## src/rtl/srio_initiator_seg.sv

```systemverilog
// SRIO initiator front-end: splits one user command into MAX_PAYLOAD-sized IREQ packets,
// prefetches NWRITE payload from local memory into a small FIFO and tracks doorbell responses.
module srio_initiator_seg #(
    parameter int MAX_PAYLOAD = 256,
    parameter int FIFO_DEPTH  = 16,
    parameter int LEN_W       = 16,
    parameter int MEM_AW      = 32,
    parameter int TIMEOUT     = 4096
) (
    input  logic              sys_clk,
    input  logic              sys_rst_n,
    input  logic              cmd_valid,
    output logic              cmd_ready,
    input  logic [1:0]        cmd_type,
    input  logic [7:0]        cmd_dest_id,
    input  logic [MEM_AW-1:0] cmd_src_addr,
    input  logic [33:0]       cmd_dest_addr,
    input  logic [LEN_W-1:0]  cmd_len,
    input  logic [15:0]       cmd_db_info,
    output logic              cmd_done,
    output logic              cmd_err,
    output logic              mem_rden,
    output logic [MEM_AW-1:0] mem_addr,
    input  logic [63:0]       mem_dout,
    output logic              ireq_sof_n,
    output logic              ireq_eof_n,
    output logic              ireq_vld_n,
    input  logic              ireq_rdy_n,
    output logic [63:0]       ireq_data,
    output logic [3:0]        ireq_ftype,
    output logic [3:0]        ireq_ttype,
    output logic [7:0]        ireq_tid,
    output logic [7:0]        ireq_dest_id,
    output logic [33:0]       ireq_addr,
    output logic [8:0]        ireq_byte_count,
    output logic [1:0]        ireq_prio,
    output logic [15:0]       ireq_db_info,
    input  logic              iresp_sof_n,
    input  logic              iresp_eof_n,
    input  logic              iresp_vld_n,
    output logic              iresp_rdy_n,
    input  logic [3:0]        iresp_ftype,
    input  logic [3:0]        iresp_ttype,
    input  logic [3:0]        iresp_status,
    input  logic [7:0]        iresp_tid,
    output logic              busy
);

    localparam int FA_W  = $clog2(FIFO_DEPTH);
    localparam int CNT_W = FA_W + 1;
    localparam int TO_W  = $clog2(TIMEOUT + 1);
    localparam logic [LEN_W-1:0] MAX_LEN = LEN_W'(MAX_PAYLOAD);
    localparam logic [8:0]       MAX_SEG = 9'(MAX_PAYLOAD);
    localparam logic [CNT_W-1:0] DEPTH_C = CNT_W'(FIFO_DEPTH);
    localparam logic [TO_W-1:0]  TO_LAST = TO_W'(TIMEOUT - 1);
    localparam logic [1:0] T_NWRITE = 2'd0;
    localparam logic [1:0] T_NREAD  = 2'd1;
    localparam logic [1:0] T_DB     = 2'd2;

    typedef enum logic [3:0] {
        S_IDLE, S_LOAD, S_WR_HDR, S_WR_DATA, S_RD_PKT, S_DB_PKT, S_WAIT_RESP, S_DONE, S_ERR
    } state_t;

    state_t             state_reg, state_next;
    logic [1:0]         type_reg;
    logic [7:0]         dest_id_reg;
    logic [7:0]         tid_reg;
    logic [15:0]        db_info_reg;
    logic [33:0]        addr_reg;
    logic [LEN_W-1:0]   remaining_reg;
    logic [LEN_W-1:0]   words_reg;
    logic [8:0]         seg_reg;
    logic [5:0]         beat_reg;
    logic [MEM_AW-1:0]  mem_addr_reg;
    logic               inflight_reg;
    logic [CNT_W-1:0]   wr_ptr_reg, rd_ptr_reg;
    logic [TO_W-1:0]    timer_reg;
    logic               inv_err_reg;
    logic [63:0]        fifo_mem [FIFO_DEPTH];

    logic               accept, cmd_invalid, fifo_empty, wr_state, pkt_state;
    logic               xfer, last_beat, end_of_pkt, more, pop, resp_match;
    logic [CNT_W-1:0]   fifo_count, occupancy;
    logic               unused_bits;

    assign unused_bits = ^{cmd_src_addr[2:0], cmd_dest_addr[2:0]};

    assign cmd_ready   = (state_reg == S_IDLE);
    assign busy        = (state_reg != S_IDLE);
    assign cmd_done    = (state_reg == S_DONE);
    assign cmd_err     = (state_reg == S_ERR) || inv_err_reg;
    assign iresp_rdy_n = 1'b0;
    assign accept      = cmd_valid && cmd_ready;
    assign cmd_invalid = (cmd_type == 2'd3) ||
                         ((cmd_type != T_DB) && ((cmd_len == '0) || (cmd_len[2:0] != 3'd0)));

    assign fifo_count = wr_ptr_reg - rd_ptr_reg;
    assign fifo_empty = (fifo_count == '0);
    // Reads already in flight count against capacity so the FIFO can never overflow.
    assign occupancy  = fifo_count + CNT_W'(inflight_reg);
    assign mem_rden   = (words_reg != '0) && (occupancy < DEPTH_C);
    assign mem_addr   = mem_addr_reg;

    assign wr_state   = (state_reg == S_WR_HDR) || (state_reg == S_WR_DATA);
    assign pkt_state  = wr_state || (state_reg == S_RD_PKT) || (state_reg == S_DB_PKT);
    assign xfer       = !ireq_vld_n && !ireq_rdy_n;
    assign last_beat  = (beat_reg == (seg_reg[8:3] - 6'd1));
    assign pop        = xfer && wr_state;
    assign end_of_pkt = xfer && ((wr_state && last_beat) || (state_reg == S_RD_PKT));
    assign more       = (remaining_reg != LEN_W'(seg_reg));
    assign resp_match = !iresp_sof_n && !iresp_eof_n && !iresp_vld_n &&
                        (iresp_ftype == 4'b1101) && (iresp_ttype == 4'b0000) &&
                        (iresp_tid == tid_reg);

    always_comb begin
        state_next = state_reg;
        case (state_reg)
            S_IDLE:      if (accept && !cmd_invalid) state_next = S_LOAD;
            S_LOAD: begin
                case (type_reg)
                    T_NWRITE: state_next = S_WR_HDR;
                    T_NREAD:  state_next = S_RD_PKT;
                    default:  state_next = S_DB_PKT;
                endcase
            end
            S_WR_HDR, S_WR_DATA: begin
                if (end_of_pkt)  state_next = more ? S_LOAD : S_DONE;
                else if (pop)    state_next = S_WR_DATA;
            end
            S_RD_PKT:    if (end_of_pkt) state_next = more ? S_LOAD : S_DONE;
            S_DB_PKT:    if (xfer) state_next = S_WAIT_RESP;
            S_WAIT_RESP: begin
                if (resp_match)               state_next = (iresp_status == 4'd0) ? S_DONE : S_ERR;
                else if (timer_reg == TO_LAST) state_next = S_ERR;
            end
            S_DONE, S_ERR: state_next = S_IDLE;
            default:       state_next = S_IDLE;
        endcase
    end

    always_comb begin
        ireq_vld_n      = 1'b1;
        ireq_sof_n      = 1'b1;
        ireq_eof_n      = 1'b1;
        ireq_data       = '0;
        ireq_ftype      = '0;
        ireq_ttype      = '0;
        ireq_tid        = '0;
        ireq_dest_id    = '0;
        ireq_addr       = '0;
        ireq_byte_count = '0;
        ireq_prio       = '0;
        ireq_db_info    = '0;
        if (pkt_state) begin
            case (type_reg)
                T_NWRITE: begin ireq_ftype = 4'b0101; ireq_ttype = 4'b0100; end
                T_NREAD:  begin ireq_ftype = 4'b0010; ireq_ttype = 4'b0100; end
                default:  begin ireq_ftype = 4'b1010; ireq_ttype = 4'b0000; end
            endcase
            ireq_tid        = tid_reg;
            ireq_dest_id    = dest_id_reg;
            ireq_addr       = addr_reg;
            ireq_byte_count = seg_reg;
            ireq_prio       = 2'b01;
            ireq_db_info    = (type_reg == T_DB) ? db_info_reg : 16'd0;
        end
        // Write beats are only offered while the FIFO holds data; framing follows the beat.
        if (wr_state && !fifo_empty) begin
            ireq_vld_n = 1'b0;
            ireq_sof_n = (beat_reg != 6'd0);
            ireq_eof_n = !last_beat;
            ireq_data  = fifo_mem[rd_ptr_reg[FA_W-1:0]];
        end else if ((state_reg == S_RD_PKT) || (state_reg == S_DB_PKT)) begin
            ireq_vld_n = 1'b0;
            ireq_sof_n = 1'b0;
            ireq_eof_n = 1'b0;
        end
    end

    always_ff @(posedge sys_clk) begin
        if (inflight_reg) fifo_mem[wr_ptr_reg[FA_W-1:0]] <= mem_dout;
    end

    always_ff @(posedge sys_clk or negedge sys_rst_n) begin
        if (!sys_rst_n) begin
            state_reg     <= S_IDLE;
            type_reg      <= '0;
            dest_id_reg   <= '0;
            tid_reg       <= '0;
            db_info_reg   <= '0;
            addr_reg      <= '0;
            remaining_reg <= '0;
            words_reg     <= '0;
            seg_reg       <= '0;
            beat_reg      <= '0;
            mem_addr_reg  <= '0;
            inflight_reg  <= 1'b0;
            wr_ptr_reg    <= '0;
            rd_ptr_reg    <= '0;
            timer_reg     <= '0;
            inv_err_reg   <= 1'b0;
        end else begin
            state_reg   <= state_next;
            inv_err_reg <= accept && cmd_invalid;
            if (accept && !cmd_invalid) begin
                type_reg      <= cmd_type;
                dest_id_reg   <= cmd_dest_id;
                db_info_reg   <= cmd_db_info;
                addr_reg      <= {cmd_dest_addr[33:3], 3'b000};
                remaining_reg <= (cmd_type == T_DB) ? '0 : cmd_len;
                if (cmd_type == T_NWRITE) begin
                    words_reg    <= cmd_len >> 3;
                    mem_addr_reg <= {cmd_src_addr[MEM_AW-1:3], 3'b000};
                end
            end else if (mem_rden) begin
                words_reg    <= words_reg - 1'b1;
                mem_addr_reg <= mem_addr_reg + MEM_AW'(8);
            end
            if (state_reg == S_LOAD) begin
                tid_reg  <= tid_reg + 8'd1;
                seg_reg  <= (remaining_reg < MAX_LEN) ? remaining_reg[8:0] : MAX_SEG;
                beat_reg <= '0;
            end else if (pop) begin
                beat_reg <= beat_reg + 6'd1;
            end
            if (end_of_pkt) begin
                remaining_reg <= remaining_reg - LEN_W'(seg_reg);
                addr_reg      <= addr_reg + 34'(seg_reg);
            end
            if (state_reg == S_WAIT_RESP) timer_reg <= timer_reg + 1'b1;
            else                          timer_reg <= '0;
            inflight_reg <= mem_rden;
            if (inflight_reg) wr_ptr_reg <= wr_ptr_reg + 1'b1;
            if (pop)          rd_ptr_reg <= rd_ptr_reg + 1'b1;
        end
    end

endmodule

```

## config.mk

```make
export PLATFORM = sky130hd
export DESIGN_NAME = srio_initiator_seg
export DESIGN_NICKNAME = d
export VERILOG_FILES = /design/src/rtl/srio_initiator_seg.sv
export SDC_FILE = /design/constraint.sdc
export NUM_CORES = 2
export LEC_CHECK = 0
export ABC_AREA = 1
export BUFFER_PORTS_ARGS = -buffer_cell sky130_fd_sc_hd__buf_2
export CAP_MARGIN = 30
export CORE_UTILIZATION = 40
export CTS_CLUSTER_DIAMETER = 80
export DETAILED_ROUTE_END_ITERATION = 7
export HOLD_SLACK_MARGIN = 0.1
export PLACE_DENSITY = 0.64
export SETUP_SLACK_MARGIN = 0.02
export SYNTH_ARGS = -nofsm -noshare
export SYNTH_HDL_FRONTEND = slang
export SYNTH_SLANG_ARGS = --single-unit
```

## constraint.sdc

```tcl
create_clock -name sys_clk -period 4.3 [get_ports sys_clk]
set_input_delay 0.645 -clock sys_clk [delete_from_list [all_inputs] [get_ports sys_clk]]
set_output_delay 0.645 -clock sys_clk [all_outputs]
set_load 0.02 [all_outputs]
```

==> impl_metrics.py <==
metrics = {
    "timing": {
        "finalMaxSlewViolations": 0,
        "timing.final.ws_setup_ns": 0.161,
        "max_slew.worst_pin.slew_ns": 1.01,
        "setup_viol": 0,
        "fin_skew_ns": 0.0355,
        "slew_headroom": 0.328,
        "clock.fmax_mhz": 242,
        "rsz0062_at_grt": "yes",
        "hold_viol_final": 0,
        "post-route-min-period_ns": 4.14,
        "fin_crit_sh": 0.962,
        "tns_ns": 0,
    },
    "drt": {
        "route.detailed.drc": 0,
        "vias_per_cell": 5.37,
        "routed_wl_um": 141000,
        "drtIter0Drc": 3079,
        "wl_per_cell_um": 20.2,
        "via_count": 37300,
        "firstDrtPassIters": 7,
        "ant_nets": 0,
    },
    "synth": {
        "synth_area_um2": 52400,
        "syn_inst": 4764,
        "synth.avg_cell_area_um2": 11.0,
        "synth_edf_count": 1024,
        "ys_types": 53,
        "synth_warnings": 0,
        "synthArstFlopShare": 0.145,
        "seq_area_frac_synth": 0.669,
        "synth_flop_cell": "edfxtp_1",
        "yosys_register_bits": 1197,
    },
    "clock_tree": {
        "cts_max_level": 4,
        "cts_buffer_depth": 3,
        "cts_buffers": 135,
        "post_cts_buffers": 0,
        "cts_tree": "built",
        "insertion_delay_ns": 0.76,
        "clock-sinks": 1197,
        "path_clk_slew_ns": 0.06,
        "root_buffer": "clkbuf_16",
    },
    "critical_path": {
        "critPathMaxFanout": 50,
        "reg2reg_from": "rd_ptr_reg[0]$_DFFE_PN0P_",
        "worstSetupStartpoint": "rd_ptr_reg[0]$_DFFE_PN0P_",
        "endpoint_kind": "output port",
        "crit_type": "reg -> out",
        "cp.arrival_ns": 3.49,
        "critPathRequiredTime_ns": 3.65,
        "start_kind": "register",
    },
    "hold_path": {
        "worstHoldStart": "cmd_len[14]",
        "min_path_type": "in -> reg",
    },
    "power_and_ir_drop": {
        "ir_drop_uv": 604,
        "powerDensity_nw_per_um2": 692,
        "clkPwrFrac": 0.265,
        "internal_power_w": 0.0255,
        "p_seq_frac": 0.362,
        "switching_share": 0.394,
        "p_sw_w": 0.0166,
        "leakagePower_nw": 23.2,
        "comb_power_share": 0.373,
    },
    "place": {
        "pre_cts_ws_ns": 0.776,
        "gp_congestion": 0.935,
        "dpl.hpwl_um": 78000,
        "place_area_um2": 56200,
        "port_buffers": 374,
    },
    "floorplan": {
        "fp.dieH_um": 364,
        "die_area_um2": 133000,
        "die_width_um": 364,
        "io-pin-count": 389,
        "core-area_um2": 130000,
        "rows": 132,
        "start_util": 0.404,
    },
    "finish": {
        "largest_reg_flops": 1024,
        "finalNetCount": 5337,
        "final_area_um2": 60900,
        "seqCellArea_um2": 35100,
        "synthToLayoutAreaGrowth_pct": 16.2,
        "drive_above_1_share": 0.133,
        "fill_cells": 11800,
        "multi_input_area_um2": 15300,
    },
    "global_routing": {
        "antenna_found_initial": 24,
        "grt_pass1_wl_um": 210000,
        "grtUsageMet3": 0.0426,
        "grt_pass1_vias": 35000,
        "grtUsageMet2": 0.343,
        "grt_max_degree": 185,
        "busiest_layer": "met2",
        "grt_overflow_total": 0,
        "grt.met1_usage": 0.273,
        "grt_use_total": 0.208,
    },
    "status": {
        "status": "completed",
    },
    "job": {
        "drv_cap": 0,
    },
}
-- per-stage QoR --
stage,util,instances,hold WS (ns),power [W]
after global placement,0.433,6664,0.447,0.0309
final,0.469,6953,0.187,0.0422
after detailed placement,0.433,6667,0.455,0.0312
after global routing,0.469,6950,0.161,0.0445
after CTS,0.469,6949,0.114,0.0424
after floorplan,-,4771,0.349,0.0261
-- cells in the final DEF (no fill, tap or decap), types with 32 or more instances in the layout --
cell / n
o311ai_1: 32
xor2_1: 72
inv_1: 213
nor2_1: 338
nand4_1: 33
buf_4: 50
nor3_1: 64
a32o_1: 74
edfxtp_1: 1024
o31ai_1: 60
buf_2: 373
o21ai_0: 90
dfrtp_1: 169
a21oi_1: 462
clkbuf_16: 139
a221oi_1: 64
nand2_1: 1320
nand3_1: 186
a22oi_1: 64
dlygate4sd3_1: 39
clkbuf_1: 32
ha_1: 34
-- layer usage --
layer | share of wire | wire length [um]
met2 | 0.48 | 67200
met3 | 0.069 | 9680
met4 | 0.026 | 3670
met1 | 0.43 | 59900
met5 | 0.0011 | 156
-- final timing paths --
check,end,slack [ns],cells after the start
max in group asynchronous,mem_addr[25]$_DFFE_PN0P_,2.87,3
min,remaining_reg[14]$_DFFE_PN0P_,0.19,3
min reg2reg,timer_reg[0]$_DFF_PN0_,0.46,1
max,ireq_data[63],0.16,9
max reg2reg,addr_reg[27]$_DFFE_PN0P_,0.80,12
min in group asynchronous,dest_id_reg[3]$_DFFE_PN0P_,0.49,2
-- area by class of cell --
type,instances,share of cell area
antenna,4,0.000164
timing repair buffer,489,0.0518
inverter,227,0.0146
tap,1742,0.0358
clock buffer,176,0.0602
sequential,1197,0.576
multi-input combinational,3051,0.251
clock inverter,67,0.0101
-- critical path: stages (launching register included) --
cell and delay (ns):
dfrtp_4 0.65, clkbuf_8 0.43, nand2_1 0.09, nand2_1 0.07, a21oi_1 0.04, o311ai_0 0.47, o31ai_1 0.16, buf_4 0.17
nor2_1 0.38, buf_2 0.26
-- power by group through the flow --
stage                     clock network [W]  registers [W]  logic, W
after detailed placement                  0         0.0155    0.0157
after floorplan                           0         0.0153    0.0107
after global routing                 0.0119         0.0154    0.0173
after CTS                            0.0114         0.0152    0.0158
after global placement                    0         0.0154    0.0155
final                                0.0112         0.0152    0.0157
-- cell usage after synthesis, types with 64 or more instances --
| library cell | instances | area [um^2] |
|---|---|---|
| edfxtp_1 | 1024 | 30700 |
| a32o_1 | 74 | 741 |
| a21oi_1 | 462 | 2310 |
| dfrtp_1 | 173 | 4330 |
| clkbuf_1 | 153 | 574 |
| a22oi_1 | 64 | 480 |
| nor3_1 | 64 | 320 |
| xor2_1 | 72 | 631 |
| nand3_1 | 186 | 931 |
| o21ai_0 | 90 | 450 |
| inv_1 | 214 | 803 |
| nor2_1 | 354 | 1330 |
| o31ai_1 | 64 | 480 |
| nand2_1 | 1321 | 4960 |
| a221oi_1 | 64 | 561 |
| buf_2 | 80 | 400 |
-- cells by family after synthesis --
family	Yosys count	synth area share
other	1	0.0000715
and+or+nand+nor	1992	0.153
AOI/OAI and AO/OA	913	0.110
DFF	1197	0.669
adders and majority gates	37	0.00926
xor gates and xnor gates	101	0.0169
buffers and inverters	523	0.0420
-- what timing repair did --
action	in CTS	in global routing
resized for setup	2	6
hold buffers	39	0
endpoints found under the setup margin	2	11
hold endpoints to repair	109	0
Power figures use the tool's default switching activity.
